File: src/rtl/ram_burst_port_ctrl.sv
// Burst initiator for a single-port sync RAM: host command plus valid/ready
// write stream in, valid/ready read stream out through a 2-entry FIFO.
module ram_burst_port_ctrl #(
  parameter int ADDR_WIDTH = 12,
  parameter int DATA_WIDTH = 8
) (
  input  logic                  clk,
  input  logic                  reset_n,
  input  logic                  cmd_valid,
  output logic                  cmd_ready,
  input  logic                  cmd_write,
  input  logic [ADDR_WIDTH-1:0] cmd_addr,
  input  logic [ADDR_WIDTH-1:0] cmd_len,
  input  logic [DATA_WIDTH-1:0] wr_data,
  input  logic                  wr_valid,
  output logic                  wr_ready,
  output logic [DATA_WIDTH-1:0] rd_data,
  output logic                  rd_valid,
  input  logic                  rd_ready,
  output logic                  busy,
  output logic                  ram_we,
  output logic [ADDR_WIDTH-1:0] ram_addr,
  output logic [DATA_WIDTH-1:0] ram_din,
  input  logic [DATA_WIDTH-1:0] ram_dout
);
  localparam logic [1:0] S_IDLE  = 2'd0;
  localparam logic [1:0] S_WRITE = 2'd1;
  localparam logic [1:0] S_READ  = 2'd2;
  localparam logic [ADDR_WIDTH-1:0] ADDR_ONE = {{(ADDR_WIDTH-1){1'b0}}, 1'b1};
  localparam logic [ADDR_WIDTH:0]   CNT_ONE  = {{ADDR_WIDTH{1'b0}}, 1'b1};

  logic [1:0]            state_q, state_d;
  logic [ADDR_WIDTH-1:0] addr_q, addr_d, raddr_q, raddr_d;
  logic [DATA_WIDTH-1:0] din_q, din_d;
  // Counters hold a word count (len+1) so a full 2**ADDR_WIDTH burst fits.
  logic [ADDR_WIDTH:0]   iss_q, iss_d, left_q, left_d;
  logic                  infl_q, infl_d;
  logic [1:0][DATA_WIDTH-1:0] fifo_q, fifo_d;
  logic                  rptr_q, rptr_d, wptr_q, wptr_d;
  logic [1:0]            cnt_q, cnt_d;

  logic       cmd_hs, wr_hs, pop, issue;
  logic [2:0] occ;

  assign cmd_hs = cmd_valid && (state_q == S_IDLE);
  assign wr_hs  = wr_valid && (state_q == S_WRITE);
  assign pop    = (cnt_q != 2'd0) && rd_ready;
  assign occ    = {1'b0, cnt_q} + {2'b00, infl_q} - {2'b00, pop};
  // Throttle so queued plus in-flight words never exceed the FIFO depth.
  assign issue  = (state_q == S_READ) && (iss_q != '0) && (occ < 3'd2);

  assign cmd_ready = (state_q == S_IDLE);
  assign busy      = !cmd_ready;
  assign wr_ready  = (state_q == S_WRITE);
  assign ram_we    = wr_hs;
  assign ram_addr  = (wr_hs || issue) ? addr_q : raddr_q;
  assign ram_din   = wr_hs ? wr_data : din_q;
  assign rd_valid  = (cnt_q != 2'd0);
  assign rd_data   = fifo_q[rptr_q];

  always_comb begin
    state_d = state_q;
    addr_d  = addr_q;
    iss_d   = iss_q;
    left_d  = left_q;
    raddr_d = ram_addr;
    din_d   = ram_din;
    infl_d  = issue;
    fifo_d  = fifo_q;
    rptr_d  = rptr_q;
    wptr_d  = wptr_q;
    cnt_d   = cnt_q;
    case (state_q)
      S_IDLE: if (cmd_hs) begin
        addr_d  = cmd_addr;
        iss_d   = {1'b0, cmd_len} + CNT_ONE;
        left_d  = {1'b0, cmd_len} + CNT_ONE;
        state_d = cmd_write ? S_WRITE : S_READ;
      end
      S_WRITE: if (wr_hs) begin
        addr_d = addr_q + ADDR_ONE;
        left_d = left_q - CNT_ONE;
        if (left_q == CNT_ONE) state_d = S_IDLE;
      end
      S_READ: begin
        if (issue) begin
          addr_d = addr_q + ADDR_ONE;
          iss_d  = iss_q - CNT_ONE;
        end
        if (pop) begin
          left_d = left_q - CNT_ONE;
          if (left_q == CNT_ONE) state_d = S_IDLE;
        end
      end
      default: state_d = S_IDLE;
    endcase
    // RAM data for last cycle's issue is on ram_dout now.
    if (infl_q) begin
      fifo_d[wptr_q] = ram_dout;
      wptr_d = ~wptr_q;
    end
    if (pop) rptr_d = ~rptr_q;
    cnt_d = cnt_q + {1'b0, infl_q} - {1'b0, pop};
  end

  always_ff @(posedge clk) begin
    if (!reset_n) begin
      state_q <= S_IDLE;
      addr_q  <= '0;
      iss_q   <= '0;
      left_q  <= '0;
      raddr_q <= '0;
      din_q   <= '0;
      infl_q  <= 1'b0;
      fifo_q  <= '0;
      rptr_q  <= 1'b0;
      wptr_q  <= 1'b0;
      cnt_q   <= 2'd0;
    end else begin
      state_q <= state_d;
      addr_q  <= addr_d;
      iss_q   <= iss_d;
      left_q  <= left_d;
      raddr_q <= raddr_d;
      din_q   <= din_d;
      infl_q  <= infl_d;
      fifo_q  <= fifo_d;
      rptr_q  <= rptr_d;
      wptr_q  <= wptr_d;
      cnt_q   <= cnt_d;
    end
  end
endmodule

File: config.mk
export PLATFORM = sky130hd
export DESIGN_NAME = ram_burst_port_ctrl
export DESIGN_NICKNAME = d
export VERILOG_FILES = /design/src/rtl/ram_burst_port_ctrl.sv
export SDC_FILE = /design/constraint.sdc
export NUM_CORES = 1
export LEC_CHECK = 0
export ABC_AREA = 1
export BUFFER_PORTS_ARGS = -buffer_cell sky130_fd_sc_hd__clkbuf_2
export CAP_MARGIN = 20
export CORE_MARGIN = 5
export CORE_UTILIZATION = 40
export DETAILED_ROUTE_END_ITERATION = 12
export GPL_TIMING_DRIVEN = 0
export SLEW_MARGIN = 20
export SYNTH_ARGS = -nofsm -noshare
export SYNTH_HDL_FRONTEND = slang
export SYNTH_SLANG_ARGS = --single-unit
export TNS_END_PERCENT = 1
File: constraint.sdc
create_clock -name clk -period 2.7 [get_ports clk]
set_clock_uncertainty 0.15 [all_clocks]
set_input_delay 0.27 -clock clk [delete_from_list [all_inputs] [get_ports clk]]
set_output_delay 0.27 -clock clk [all_outputs]
set_load 0.02 [all_outputs]
==> Word-level counts from Yosys, hierarchy flattened <==
Cells that the tools add are included.
{ "classes": {"bitwise": 2, "n_eq_ne": 7, "add_sub_neg": 8, "muxes": 23, "n_lt_le_gt_ge": 4, "reduce_logical": 17} }
{ "op_table": {"columns": ["cell", "count"], "rows": [
  ["$mux W13", 4],
  ["$mux W12", 4],
  ["$pmux W13 S3", 1],
  ["$pmux W12 S3", 1],
  ["$mux W8", 4],
  ["$pmux W13 S2", 1],
  ["$sub A13 B1 Y13 const B", 2],
  ["$bwmux W16", 1],
  ["$add A12 B1 Y13 const B", 1],
  ["$eq A13 B1 Y1 const B", 1],
  ["$reduce_bool A13 Y1", 1],
  ["$add A12 B1 Y12 const B", 1],
  ["$mux W2", 5],
  ["$demux W8 S1", 1],
  ["$reduce_and A4 Y1", 2],
  ["$logic_and A1 B1 Y1", 6],
  ["$pmux W2 S3", 1],
  ["$reduce_and A3 Y1", 2],
  ["$lt A1 B2 Y1 const B", 2],
  ["$ne A2 B1 Y1 const B", 2],
  ["$ne A2 B2 Y1 const B", 2],
  ["$reduce_bool A2 Y1", 2],
  ["$add A2 B1 Y3", 1],
  ["$lt A3 B2 Y1 const B", 1],
  ["other kinds (11)", 12]
]} }
{ "totals": {"word_cells": 73, "input_bits": 46, "register_bits": 81} }

==> Longest topological paths before layout <==
{ "depth": {"ltp_word": 7, "depth_mapped": 15, "mapped_depth_nobuf": 14} }

==> Least setup slack after synthesis <==
No wires, ideal clock.
{ "synth_timing": {"kind": "reg-to-output", "startpoint": "register cnt_q[0]", "endpoint": "output port ram_addr[0]", "path_slack_ns": 0.228, "required_time_ns": 2.280, "arrival_time_ns": 2.052, "path_buffers": 1, "stages_incl_launch_ff": 14, "cell_sequence": "dfxtp_1 -> inv_1 -> nand3_1 -> o21ai_0 -> ha_1 -> fa_1 -> nor2_1 -> o21ai_1 -> nor2_2 -> nand2_4 -> nand2_2 -> buf_4 -> o21ai_0 -> inv_1"} }
{ "synth_between": {"elab_chain_cells": 7, "word_cells_on_any_way": 8, "cone_classes": "add/sub (2); order compare (1); mux (1); reduce/logical (4)"} }
{ "synth_lines": {"columns": ["item", "line", "text"], "rows": [
  ["start: declaration", "40", "logic [1:0] cnt_q, cnt_d;"],
  ["start signal: assignment", "130", "cnt_q <= cnt_d;"],
  ["branches (longest 2 deep; another with $add A2 B1 Y3)", null, null],
  ["$sub A3 B1 Y3 (*)", "48", "assign occ = {1'b0, cnt_q} + {2'b00, infl_q} - {2'b00, pop};"],
  ["$lt A3 B2 Y1 (*)", "50", "assign issue = (state_q == S_READ) && (iss_q != '0) && (occ < 3'd2);"],
  ["$logic_and A1 B1 Y1 (*)", "50", null],
  ["$logic_or A1 B1 Y1 (*)", "56", "assign ram_addr = (wr_hs || issue) ? addr_q : raddr_q;"],
  ["$mux W12 (*)", "56", null],
  ["end: declaration", "22", "output logic [ADDR_WIDTH-1:0] ram_addr,"]
]} }
Mark *: on every way between the ends.

==> Worst setup path in the final report <==
{ "layout_timing": {"startpoint": "register cnt_q[0]", "endpoint": "output port ram_addr[2]"} }
Same word-level chain as after synthesis.

==> results.toml <==
[run_status]
status = "finished, violations left"
violations = "negative setup slack"

[clocking]
cts_root_buf = "clkbuf_16"
cts_max_level = 3
cts_tree = "done"
clock_sinks = 81
cts_max_path_buffers = 2
cts_buffers = 9
clk_latency_ns = 0.34
hold_buffers = 0
path_clk_slew_ns = 0.06

[worst_setup_path]
crit_end = "ram_addr[2]"
cpMaxStageDelayCell = "fa_1"
timing.rr.start = "cnt_q[0]"
path_buf_inv = 4
crit_family = "adder cells"
cp.required_ns = 2.28
end_kind = "primary output"
regToRegEndpoint = "iss_q[6]"
reg2reg_depth = 15
cp.arrival_ns = 2.44
path_cells = "inv_2 -> nand3_2 -> o21ai_2 -> ha_2 -> fa_1 -> nor2_1 -> o21ai_1 -> nor2_2 -> nand2_4 -> nand2_8 -> buf_8 -> o21ai_1 -> inv_1 -> clkbuf_2"
cp_max_fo = 10
crit_cells = 14
crit_path_start = "cnt_q[0]"
critPathMaxStageDelay_ns = 0.43
reg2reg_setup_slack_ns = 0.15
cp_common_cell = "o21ai_1"
crit_type = "flop to primary output"
cp-start-kind = "flop"

[drt]
drc = 0
highest_layer = "met4"
wl_met3_um = 692
met2_length_mm = 6.190
postRouteAntennaNets = 0
post_drt_wl_per_cell_um = 13.65
wl_met1_mm = 6.613
wl_mm = 13.76
vias = 5045
dr.pass1.iters = 5
vias_per_cell = 5.005
drt-initial-drc-count = 339

[floorplan]
die_area_sq_um = 14030
die_y_um = 118.4
start_util_pct = 41.01
core_area_sq_um = 11470
rows = 39
die_x_um = 118.4
top_level_ports = 79

[sta]
worst_hold_slack_ns = 0.02170
timing.final.crit_share_pct = 106.1
hold_viol_final = 0
finalWorstPathRequiredPeriod_ns = 2.864
worstMarginPinSlew_ns = 0.7072
relSlewSlack_pct = 52.85
setup_slack_ns = -0.1644
drv_slew = 0
rsz0062_at_grt = "yes"
final-setup-viol-count = 12
timing.fmax_mhz = 349.1

[placement]
placed_cell_area_sq_um = 5273
placedCellCount = 989
io_buffers = 78
dp_hpwl_mm = 10.31
routabilityCongestion = 0.8874

[synthesis]
syn_avg_cell_area_sq_um = 6.124
yosysSeqAreaShare_pct = 34.48
syn_inst = 768
ys_warn_count = 0
synth_seq_cells = 81
synth_cell_type_count = 30
synthArstFlopShare_pct = 0
synthFlopType = "dfxtp_1"
syn_area_sq_um = 4703
syn-num-nets = 825
synth-edff-count = 0

[layout]
layout.cells.non_filler = 1008
area_delta_synth_final_pct = 22.64
diodes = 0
drive_gt1_share_pct = 16.88
design_area_sq_um = 5768
nets = 918
final_cell_mix = "nand2_1 (225), nor2_1 (130), dfxtp_1 (80)"
post-route-util_pct = 50.30
layout_commonest_cell = "nand2_1"

[global_route]
grt_max_degree = 14
grt_pass1_wl_mm = 22.69
overflow = 0
grt_pass1_vias = 4735
grtUsageTotal_pct = 19.45
antenna_found_initial = 0

[run]
maxCapViolCount = 0

[power_and_ir_drop]
max-vdd-ir-drop_uv = 865.1
cellPowerDensity_nw_per_um2 = 1397
leakage_nw = 2.903

[hold_path]
hp-class = "input port to flop"
==> layout make-up <==
class | instances | area (sq um)
repair buffers | 82 | 485.5
multi-input cells | 576 | 2704
plain buffers | 26 | 147.6
flip-flops and latches | 81 | 1623
fillers | 1180 | 5699
well taps | 143 | 178.9
inverters | 85 | 319.1
clock buffers | 10 | 229.0
clock inverters | 5 | 81.33
==> cell usage after synthesis (all sizes together), types with 10 or more instances <==
cell type,n,share of area [%]
nand2,232,19
nor2,131,11
inv,83,6.6
dfxtp,81,34
o21ai,72,7.7
nand3,47,5.0
a21oi,38,4.3
buf,14,1.9
clkbuf,12,0.96
or2,12,1.6
ha,10,2.7
nand4,10,1.3
==> worst min path at each step <==
stage	from	cells after the start	to
3_3_place_gp	left_q[12]	2	left_q[12]
3_5_place_dp	left_q[12]	2	left_q[12]
5_1_grt	ram_dout[6]	3	fifo_q[6]
4_1_cts	ram_dout[6]	3	fifo_q[6]
6_report	ram_dout[6]	3	fifo_q[6]
2_1_floorplan	ram_dout[0]	2	fifo_q[0]
==> stage by stage <==
| stage | setup WS (ns) | power [W] | TNS (ns) |
|---|---|---|---|
| 6_report | -0.1644 | 0.008057 | -1.694 |
| 5_1_grt | -0.3340 | 0.008792 | -3.771 |
| 4_1_cts | -0.2221 | 0.008028 | -2.336 |
| 3_5_place_dp | -0.1253 | 0.006339 | -1.260 |
| 3_3_place_gp | -0.06894 | 0.006277 | -0.6032 |
| 2_1_floorplan | 0.2284 | 0.005123 | 0 |
==> state kept, by name, summed over array words and instances (netlist names) <==
signal / count
fifo_q: 16
infl_q: 1
din_q: 8
raddr_q: 12
addr_q: 12
cnt_q: 2
state_q: 2
iss_q: 13
left_q: 13
rptr_q: 1
wptr_q: 1
==> layer usage <==
metal	global-route usage, %	vias to the layer above
met3	3.056	23
li1	-	2603
met4	7.158	0
met1	27.12	2301
met2	30.45	118
met5	0	-
==> report_power, final <==
part / switching, W / internal, W
Clock: 0.000508 / 0.000805
Combinational: 0.00308 / 0.00174
Sequential: 0.000316 / 0.00160
Total: 0.00391 / 0.00415
==> tightest hold or removal path: cells and delay by family <==
kind	cells	cell delay (ns)
AND/OR/NAND/NOR	2	0.12
buffers and inverters	1	0.08
==> timing repair <==
item,in CTS,in global routing
cloned,1,0
setup buffers,3,0
pin swaps,4,3
hold endpoints to repair,0,0
setup endpoints to repair,12,35
gates resized for setup,44,10
==> cell families (layout without fill, tap and decap cells) <==
| kind of cell | Yosys count | in the layout | synth area share (%) |
|---|---|---|---|
| and+or+nand+nor | 443 | 443 | 38.71 |
| xor gates and xnor gates | 9 | 9 | 1.676 |
| AOI/OAI and AO/OA | 113 | 113 | 12.42 |
| buffers and inverters | 111 | 208 | 9.630 |
| DFF | 81 | 81 | 34.48 |
| adders and majority gates | 11 | 11 | 3.086 |
Note: power is estimated with default switching activity, not from simulation.
